[src/rtl/pipe_pkg.sv]
// Shared writeback-path types: entry layout, skid-buffer state encoding and
// the load/ALU writeback selection.
package pipe_pkg;

  localparam int PC_W      = 13;
  localparam int DATA_W    = 32;
  // Destination width carried in the entry; widen here if REG_AW grows past 5.
  localparam int WB_REG_AW = 5;

  typedef struct packed {
    logic [PC_W-1:0]      pc;
    logic [DATA_W-1:0]    data;
    logic                 reg_write;
    logic [WB_REG_AW-1:0] wreg;
  } wb_entry_t;

  // Bit 0 = main entry valid, bit 1 = skid entry valid.
  typedef enum logic [1:0] {
    BUF_EMPTY = 2'b00,
    BUF_MAIN  = 2'b01,
    BUF_FULL  = 2'b11
  } buf_state_e;

  function automatic logic [DATA_W-1:0] wb_select(
    input logic              mem_read,
    input logic [DATA_W-1:0] read_data,
    input logic [DATA_W-1:0] alu_res
  );
    return mem_read ? read_data : alu_res;
  endfunction

endpackage

[src/rtl/wb_skid_buf.sv]
// Two-entry valid/ready buffer (main + skid) over wb_entry_t with flush.
// Handshake: a transfer happens at a rising edge when valid & ready are both
// high; in_ready is a flop output (skid empty), out valid never looks at ready.
module wb_skid_buf
  import pipe_pkg::*;
(
  input  logic       clk,
  input  logic       rst_n,
  input  logic       flush,
  input  logic       in_valid,
  input  wb_entry_t  in_entry,
  input  logic       out_ready,
  output wb_entry_t  out_entry,
  output buf_state_e state_o
);

  buf_state_e state_q, state_d;
  wb_entry_t  main_q, main_d;
  wb_entry_t  skid_q, skid_d;
  logic       in_ready;
  logic       accept;

  assign in_ready = (state_q != BUF_FULL);
  assign accept   = in_valid & in_ready & ~flush;

  always_comb begin
    state_d = state_q;
    main_d  = main_q;
    skid_d  = skid_q;
    case (state_q)
      BUF_EMPTY: begin
        if (accept) begin
          main_d  = in_entry;
          state_d = BUF_MAIN;
        end
      end
      BUF_MAIN: begin
        if (out_ready) begin
          if (accept) main_d = in_entry;
          else        state_d = BUF_EMPTY;
        end else if (accept) begin
          skid_d  = in_entry;
          state_d = BUF_FULL;
        end
      end
      BUF_FULL: begin
        // Skid never bypasses main: it only ever refills main.
        if (out_ready) begin
          main_d  = skid_q;
          state_d = BUF_MAIN;
        end
      end
      default: state_d = BUF_EMPTY;
    endcase
    // Flush only kills valid state; payload may stay stale.
    if (flush) state_d = BUF_EMPTY;
  end

  always_ff @(posedge clk or negedge rst_n) begin
    if (!rst_n) begin
      state_q <= BUF_EMPTY;
      main_q  <= '0;
      skid_q  <= '0;
    end else begin
      state_q <= state_d;
      main_q  <= main_d;
      skid_q  <= skid_d;
    end
  end

  assign out_entry = main_q;
  assign state_o   = state_q;

endmodule

[src/rtl/mem_wb_stage.sv]
// MEM->WB pipeline stage: writeback select, skid-buffered handshake,
// forwarding bus. Optional retire counter under MEM_WB_RETIRE_CNT_EN.
module mem_wb_stage
  import pipe_pkg::*;
#(
  parameter int REG_AW = 5
) (
  input  logic              clk,
  input  logic              rst,
  input  logic              in_valid,
  output logic              in_ready,
  input  logic              flush,
  input  logic [PC_W-1:0]   PC,
  input  logic [DATA_W-1:0] ALURes,
  input  logic [DATA_W-1:0] ReadData,
  input  logic              Mem_Read,
  input  logic              Reg_Write,
  input  logic [REG_AW-1:0] WriteReg,
  output logic              out_valid,
  input  logic              out_ready,
  output logic [PC_W-1:0]   PCOut,
  output logic [DATA_W-1:0] WriteData,
  output logic              RegWriteOut,
  output logic [REG_AW-1:0] WriteRegOut,
  output logic              fwd_valid,
  output logic [REG_AW-1:0] fwd_reg,
  output logic [DATA_W-1:0] fwd_data,
  output logic [31:0]       retire_cnt
);

  wb_entry_t  in_entry;
  wb_entry_t  out_entry;
  buf_state_e buf_state;

  // Selection happens at capture so only the chosen value is stored.
  always_comb begin
    in_entry           = '0;
    in_entry.pc        = PC;
    in_entry.data      = wb_select(Mem_Read, ReadData, ALURes);
    in_entry.reg_write = Reg_Write;
    in_entry.wreg      = WB_REG_AW'(WriteReg);
  end

  wb_skid_buf u_skid (
    .clk       (clk),
    .rst_n     (rst),
    .flush     (flush),
    .in_valid  (in_valid),
    .in_entry  (in_entry),
    .out_ready (out_ready),
    .out_entry (out_entry),
    .state_o   (buf_state)
  );

  assign in_ready    = (buf_state != BUF_FULL);
  assign out_valid   = (buf_state != BUF_EMPTY);
  assign PCOut       = out_entry.pc;
  assign WriteData   = out_entry.data;
  assign RegWriteOut = out_entry.reg_write;
  assign WriteRegOut = REG_AW'(out_entry.wreg);

  // Register 0 is hardwired, so it is never a forwarding source.
  assign fwd_valid = out_valid & RegWriteOut & (WriteRegOut != '0);
  assign fwd_reg   = WriteRegOut;
  assign fwd_data  = WriteData;

`ifdef MEM_WB_RETIRE_CNT_EN
  logic [31:0] retire_cnt_q, retire_cnt_d;

  always_comb begin
    retire_cnt_d = retire_cnt_q;
    if (out_valid & out_ready) retire_cnt_d = retire_cnt_q + 32'd1;
  end

  always_ff @(posedge clk or negedge rst) begin
    if (!rst) retire_cnt_q <= '0;
    else      retire_cnt_q <= retire_cnt_d;
  end

  assign retire_cnt = retire_cnt_q;
`else
  assign retire_cnt = '0;
`endif

endmodule
[config.mk]
export PLATFORM = sky130hd
export DESIGN_NAME = mem_wb_stage
export DESIGN_NICKNAME = d
export VERILOG_FILES = /design/src/rtl/pipe_pkg.sv /design/src/rtl/wb_skid_buf.sv /design/src/rtl/mem_wb_stage.sv
export SDC_FILE = /design/constraint.sdc
export NUM_CORES = 1
export LEC_CHECK = 0
export CAP_MARGIN = 20
export CORE_UTILIZATION = 35
export DETAILED_ROUTE_END_ITERATION = 6
export PLACE_DENSITY = 0.78
export RECOVER_POWER = 25
export SETUP_SLACK_MARGIN = 0.1
export SYNTH_ARGS = -nofsm -noshare
export SYNTH_HDL_FRONTEND = slang
export SYNTH_SLANG_ARGS = --single-unit
[constraint.sdc]
create_clock -name clk -period 2.6 [get_ports clk]
set_clock_uncertainty 0.05 [all_clocks]
set_input_delay 0.52 -clock clk [delete_from_list [all_inputs] [get_ports clk]]
set_output_delay 0.52 -clock clk [all_outputs]
set_load 0.03 [all_outputs]
======== Word level (Yosys, flattened, before mapping) ========
Cells that the tools add are included.
storage, ports and cells
  register bits ........................... 104
  bits of input ports ..................... 89
  output and inout port bits .............. 123
  logic and storage cells ................. 43
operators by class
  equality and inequality tests ........... 9
  muxes and demuxes ....................... 12
  bitwise gates (word level) .............. 6
  reductions and logical operators ........ 7
operators with widths
  operator            count
  $mux 51             3
  $pmux 51 s3         1
  $mux 32             1
  $mux 2              6
  $ne 2x2->1 const B  3
  $pmux 2 s3          1
  $reduce_and 3->1    2
  $reduce_bool 5->1   1
  $and 1x1->1         4
  $ne 4x3->1 const B  1
  $ne 4x4->1 const B  1
  $reduce_and 4->1    1
  $ne 3x2->1 const B  1
  $ne 3x3->1 const B  1
  $reduce_bool 3->1   1
  $eq 2x1->1 const B  1
  $eq 2x2->1 const B  1
  $logic_not 2->1     1
  $not 1->1           2
  $reduce_bool 2->1   1

======== Logic depth before layout (Yosys ltp) ========
Gate-level depths: netlist of run 1.
  word-level depth ........................ 7
  mapped depth ............................ 8

======== By module ========
Synthesis of run 1 repeated with hierarchy kept, for this count alone.
unflattened totals
  cells, all modules ...................... 466
  area total of the unflattened synthesis .. 5416.4 µm²
modules (own cells, without submodules)
  module        instances  cells each  area each (µm²)
  wb_skid_buf   1          356         4480.5
  mem_wb_stage  1          110         935.9

======== Least setup slack after synthesis of run 1 ========
No wires, ideal clock.
  path type ............................... register to register
  start ................................... reg u_skid.state_q[1], in the netlist u_skid.state_o[1]
  end ..................................... reg u_skid.skid_q[38] (netlist name)
  library setup time ...................... 0.125 ns
  arrival ................................. 1.863 ns
  required time ........................... 2.425 ns
  setup slack ............................. 0.562 ns
  stages on the path, launching flop included .. 8
  buffers on the path ..................... 2
  clock period less this slack ............ 2.038 ns
  cell sequence ........................... dfrtp_1 > inv_1 > ha_1 > nand2b_4 > or4b_4 > buf_6 > buf_6 > mux2_4
on the way
  cells in the longest elaborated chain, start to end .. 4
  elaborated cells between the ends (all ways) .. 5
ends and longest elaborated chain
  item                          RTL line           text
  start: declaration            wb_skid_buf.sv:17  buf_state_e state_q, state_d;
  start signal: assignment      wb_skid_buf.sv:65  state_q <= state_d;
  $ne 2x2->1                    wb_skid_buf.sv:23  assign in_ready = (state_q != BUF_FULL);
  $and 1x1->1 (2 in series)     wb_skid_buf.sv:24  assign accept = in_valid & in_ready & ~flush;
  $reduce_and 3->1 (no line) *  -
  end signal: assignment        wb_skid_buf.sv:67  skid_q <= skid_d;
  end: declaration              wb_skid_buf.sv:19  wb_entry_t skid_q, skid_d;
Mark *: on every way between the ends. The rest lies on a longest branch, timed or not.
A chain may end at the register's enable or synchronous reset.

======== Worst setup path in the final report of run 1 ========
  start ................................... reg u_skid.state_q[1], in the netlist u_skid.state_o[1]
  end ..................................... out in_ready
on the way
  cells in the longest elaborated chain, start to end .. 1
ends and longest elaborated chain
  item              RTL line            text
  $ne 2x2->1        mem_wb_stage.sv:55  assign in_ready = (buf_state != BUF_FULL);
  end: declaration  mem_wb_stage.sv:11  output logic in_ready,
Every way passes these cells.

==> out/metrics.yaml, run 1 <==
cells_and_area:
  diodes: 0
  fillers: 1373
  area_growth_pct: 35.3
  regArea_sq_um: 2600
  drive_gt1_frac: 0.0691
  nets: 756
  multi_input_area_sq_um: 2130
worst_setup_path:
  required_ns: 2.03
  cp_max_fo: 7
  path_buf_inv: 2
  startpoint: "u_skid.state_o[1]"
  crit_path_end_kind: "primary output"
  worstSetupEndpoint: "in_ready"
  slowest_stage: "clkdlybuf4s50_1"
  r2r_cells: 6
  cpPeakStageDelay_ns: 0.67
  crit_family: "buffers and inverters"
  rrSetupSlack_ns: 0.41
  crit_arrival_ns: 1.76
  start_kind: "register"
  crit_chain: "ha_4 > inv_1 > clkdlybuf4s50_1"
  timing.rr.start: "u_skid.state_o[1]"
  rr_endpoint: "u_skid.skid_q[49]"
  cp_num_cells: 3
  critPathKind: "reg -> out"
clock_network:
  clkTransAtPathRegs_ns: 0.06
  cts_sinks: 104
  cts_buffer_depth: 2
  clkLatencyLatePin_ns: 0.34
  cts_tree: "done"
  cts_root_buf: "clkbuf_16"
  numCtsBuffers: 9
  htreeDepth: 3
  cts_setup_buffers: 0
logic_synthesis:
  synth_edf_count: 0
  yosys-mux-area-fraction: 0.148
  ys_seq_area_frac: 0.492
  synth-xor-area-share: 0
  yosysUniqueCellTypes: 29
  ys.flop_type: "dfrtp_1"
  syn_inst: 537
  synth-simple-area-share: 0.0968
  netlist_area_sq_um: 5290
  ys_ff_latch: 104
  synth_area_per_cell_sq_um: 9.84
  ys_warn_count: 0
  synth_adder_area_share: 0.00947
  postSynth.asyncResetShare: 1.00
  synth_compound_area_frac: 0.121
  synth_top_family_by_area: "multiplexers"
global_routing:
  grt_pass1_vias: 3745
  grt_max_degree: 103
  antenna_found_initial: 0
  grt_first_pass_wirelength_microns: 18900
  grt-ovfl-total: 0
  grt_use_total: 0.153
detailed_routing:
  drc: 32
  wl_per_cell_microns: 13.5
  ant_nets: 0
  firstDrtPassIters: 6
  drtIter0Drc: 205
  wirelength_microns: 11500
  vias_per_cell: 4.62
  vias: 3926
sta:
  setup_ws_ns: 0.270
  tns_ns: 0
  tightest_slew_ns: 1.68
  final_max_slew_viol_count: 30
  rsz0062_at_grt: "no"
  fmax_mhz: 429
  setup_viol: 0
  final-hold-violation-count: 0
  post-route-period-util: 0.896
  min_period_ns: 2.33
  slew_headroom: -0.121
die:
  core_sq_um: 14600
  start_util: 0.361
  dieArea_sq_um: 15600
  die_w_microns: 125
  die_y_microns: 125
  row_count: 44
  pin_count: 212
min_path:
  hold_start: "u_skid.out_entry[49]"
  hp-class: "reg -> reg"
run:
  max-cap-violations: 1
pwr:
  power_density_nw_per_um2: 933
  pwr-share-comb: 0.403
  power_frac_clock: 0.198
  p_switching_uw: 2450
  vdd_drop_max_uv: 459
  power.leakage_uw: 0.00323
  p_seq_frac: 0.400
  intPower_uw: 4220
  p_sw_frac: 0.368
placed_design:
  pre_cts_slack_ns: 0.186
  io_buffer_count: 179
  gp_congestion: 0.760
  dp_hpwl_microns: 8140
run_status:
  status: "finished with violations"
  violations: "DRC, capacitance limit, slew limit"
-- per-stage QoR --
stage / area (sq um) / instances / hold slack [ns] / total power [uW] / utilization
after floorplan: 5400 / 568 / 0.174 / 4460 / -
after global placement: 6880 / 836 / 0.413 / 5330 / 0.470
after detailed placement: 6880 / 836 / 0.421 / 5410 / 0.470
after CTS: 7160 / 850 / 0.0581 / 6770 / 0.489
after global routing: 7150 / 850 / 0.453 / 7090 / 0.488
final: 7150 / 850 / 0.429 / 6670 / 0.488
-- synth_stat cells, types with 3 or more instances --
| library cell | count | area [sq um] |
|---|---|---|
| dfrtp_1 | 104 | 2600 |
| o21ai_0 | 86 | 430 |
| nand2_1 | 83 | 312 |
| buf_4 | 69 | 518 |
| mux2i_1 | 51 | 510 |
| a21oi_1 | 36 | 180 |
| nor2_1 | 33 | 124 |
| clkbuf_1 | 24 | 90.1 |
| mux2_4 | 16 | 240 |
| buf_2 | 6 | 30.0 |
| ha_1 | 4 | 50.1 |
| inv_1 | 4 | 15.0 |
| buf_6 | 3 | 33.8 |
| mux2_2 | 3 | 33.8 |
-- how the worst min path moves through the flow --
stage / to / slack, ns / cells after the start
global placement: u_skid.skid_q[17] / 0.41 / 2
detailed placement: u_skid.skid_q[17] / 0.42 / 2
global route: u_skid.skid_q[9] / 0.45 / 2
floorplan: u_skid.out_entry[0] / 0.17 / 0
CTS: u_skid.out_entry[42] / 0.06 / 1
finish: u_skid.out_entry[49] / 0.43 / 2
-- worst min-delay path, cell delays in order (launching register included) --
cell and delay [ns]:
dfrtp_1 0.34, nand2_1 0.04, o21ai_0 0.06
-- state kept, by name (all words and copies together), names as in the netlist --
signal	cells
u_skid.state_o	2
u_skid.skid_q	51
u_skid.out_entry	51
-- area by class of cell --
| class | instances | area share |
|---|---|---|
| Clock inverter | 3 | 0.00612 |
| Timing Repair Buffer | 187 | 0.263 |
| Sequential cell | 104 | 0.364 |
| Inverter | 4 | 0.00210 |
| Tap cell | 184 | 0.0322 |
| Clock buffer | 11 | 0.0339 |
| Multi-Input combinational cell | 357 | 0.298 |
-- power by group through the flow --
stage	logic (uW)	registers [uW]	clock network (uW)
6_report	2690	2670	1320
5_1_grt	2880	2760	1440
4_1_cts	2720	2680	1380
3_5_place_dp	2720	2690	0
3_3_place_gp	2660	2670	0
2_1_floorplan	1420	3040	0
-- timing repair --
item                       in CTS  in global routing
hold buffers                    0                  0
setup endpoints to repair       2                  1
resized for setup               2                  2
-- routing by layer --
layer  up-vias  wire length [microns]  global-route usage
li1       1951                      -                   -
met1      1829                   5060               0.193
met2       132                   5560               0.254
met3        14                    719              0.0352
met4         0                    144              0.0581
met5         -                      0                   0
-- kinds of logic (layout without fill, tap and decap cells) --
family | count (synthesis) | in the layout
compound gates | 126 | 126
fa+ha+maj | 4 | 4
buf+inv | 107 | 205
flops | 104 | 104
mux | 70 | 70
other cells | 1 | 32
simple gates | 125 | 125
-- cells in the final DEF, fill, tap and decap left out, types with 2 or more instances in the layout --
master,netlist,routed
clkbuf_1,24,2
ha_1,4,3
dfrtp_1,104,104
clkbuf_16,0,9
buf_12,0,4
mux2i_1,51,51
a21oi_1,36,36
buf_4,69,4
inv_1,4,4
mux2_4,16,16
o21ai_0,86,86
clkdlybuf4s50_1,0,175
nand2_1,83,83
conb_1,1,32
nor2_1,33,33
mux2_2,3,3
No activity file was read; power rests on OpenSTA's default activity.
==> run 2: changes to the inputs <==
--- a/config.mk
+++ b/config.mk
@@ -14,3 +14,4 @@
 export SYNTH_ARGS = -nofsm -noshare
 export SYNTH_HDL_FRONTEND = slang
 export SYNTH_SLANG_ARGS = --single-unit
+export TNS_END_PERCENT = 30
==> run 2 against run 1 <==
- the run still ends with DRC, capacitance limit, slew limit left
- flip-flop and latch count is the same
- sequential share of layout area is essentially flat
- utilization grew 0.051 points
- first-iteration DRC count is the same
- worst setup slack lost 0.034 ns
- routed wire length shrank 0.11%
- via count shrank 0.46%
- design area grew 0.10%
- die area is the same
- sequential power is essentially flat
- count of clock-buffer cells in the layout is the same
- combinational power is essentially flat
- critical endpoint is now fwd_valid
- highest routed layer unchanged
==> out/metrics.yaml, run 2 (synthesis results as in run 1) <==
global_routing:
  grt-ovfl-total: 0
  grt_max_degree: 103
  grt_first_pass_wirelength_microns: 18900
  grt_pass1_vias: 3745
  antenna_found_initial: 0
  grt_use_total: 0.153
die:
  row_count: 44
  die_y_microns: 125
  pin_count: 212
  die_w_microns: 125
  dieArea_sq_um: 15600
  start_util: 0.361
  core_sq_um: 14600
pwr:
  vdd_drop_max_uv: 465
  pwr-share-comb: 0.403
  power_density_nw_per_um2: 932
  p_seq_frac: 0.399
  p_sw_frac: 0.367
  p_switching_uw: 2450
  intPower_uw: 4220
  power_frac_clock: 0.198
  power.leakage_uw: 0.00324
worst_setup_path:
  required_ns: 2.03
  cp_max_fo: 6
  crit_arrival_ns: 1.79
  start_kind: "register"
  crit_path_end_kind: "primary output"
  timing.rr.start: "u_skid.state_o[1]"
  startpoint: "u_skid.state_o[1]"
  critPathKind: "reg -> out"
detailed_routing:
  vias: 3908
  wl_per_cell_microns: 13.5
  drc: 32
  firstDrtPassIters: 6
  ant_nets: 0
  vias_per_cell: 4.60
  wirelength_microns: 11500
  drtIter0Drc: 205
min_path:
  hold_start: "u_skid.out_entry[49]"
  hp-class: "reg -> reg"
sta:
  setup_viol: 0
  slew_headroom: -0.120
  tightest_slew_ns: 1.68
  min_period_ns: 2.36
  tns_ns: 0
  fmax_mhz: 423
  final_max_slew_viol_count: 30
  final-hold-violation-count: 0
  rsz0062_at_grt: "yes"
  setup_ws_ns: 0.237
  fin_hold_ws_ns: 0.429
  post-route-period-util: 0.909
placed_design:
  io_buffer_count: 179
  dp_hpwl_microns: 8140
  gp_congestion: 0.760
  pre_cts_slack_ns: 0.186
cells_and_area:
  nets: 756
  area_growth_pct: 35.5
  diodes: 0
  mostFrequentLayoutCells: "clkdlybuf4s50_1 (175), dfrtp_1 (104), o21ai_0 (86), nand2_1 (83), mux2i_1 (51)"
  finish.utilization: 0.489
  drive_gt1_frac: 0.0676
  final_common_cell: "clkdlybuf4s50_1"
clock_network:
  cts_buffer_depth: 2
  cts_sinks: 104
  numCtsBuffers: 9
  cts_tree: "done"
  cts_root_buf: "clkbuf_16"
  clkTransAtPathRegs_ns: 0.06
  cts_setup_buffers: 0
  htreeDepth: 3
  clkLatencyLatePin_ns: 0.34
run_status:
  violations: "DRC, capacitance limit, slew limit"
  status: "finished with violations"
run:
  max-cap-violations: 1
run 2: repair_timing:
item / 4_1_cts / 5_1_grt
gates cloned: 0 / 0
endpoints found under the setup margin: 2 / 2
resized for setup: 1 / 1
hold buffers: 0 / 0
hold endpoints to repair: 0 / 0
run 2: power by group through the flow:
stage | registers [uW] | logic (uW) | clock network (uW)
after floorplan | 3040 | 1420 | 0
after global placement | 2670 | 2660 | 0
after detailed placement | 2690 | 2720 | 0
after CTS | 2680 | 2720 | 1380
after global routing | 2760 | 2880 | 1440
final | 2670 | 2690 | 1320
run 2: area by class of cell:
cell class	count	area (sq um)
Fill cell	1369	7480
Sequential cell	104	2600
Multi-Input combinational cell	357	2130
Timing Repair Buffer	187	1890
Clock buffer	11	243
Tap cell	184	230
Clock inverter	3	43.8
Inverter	4	15.0
run 2: path summary, 6_finish.rpt:
| kind | endpoint | slack (ns) | cells past startpoint |
|---|---|---|---|
| min | u_skid.out_entry[49] | 0.43 | 2 |
| max | fwd_valid | 0.24 | 5 |
| max reg2reg | u_skid.skid_q[49] | 0.41 | 6 |
| min in group asynchronous | u_skid.out_entry[42] | 0.56 | 1 |
| min reg2reg | u_skid.out_entry[49] | 0.43 | 2 |
| max in group asynchronous | u_skid.skid_q[19] | 0.86 | 2 |
run 2: metrics by stage:
step / power, uW / instance area, sq um / std cells
6_report: 6680 / 7160 / 850
3_3_place_gp: 5330 / 6880 / 836
4_1_cts: 6770 / 7160 / 850
2_1_floorplan: 4460 / 5400 / 568
3_5_place_dp: 5410 / 6880 / 836
5_1_grt: 7090 / 7160 / 850
run 2: per-layer routing:
| layer | global-route usage | vias up | routed length (microns) |
|---|---|---|---|
| li1 | - | 1952 | - |
| met1 | 0.193 | 1821 | 5060 |
| met2 | 0.254 | 125 | 5570 |
| met3 | 0.0352 | 10 | 704 |
| met4 | 0.0581 | 0 | 132 |
| met5 | 0 | - | 0 |
run 2: worst max-delay path, stage by stage (launching register included):
cell	delay, ns
dfrtp_1	0.45
inv_1	0.10
ha_1	0.20
inv_1	0.13
o311a_1	0.17
dlygate4sd2_1	0.40
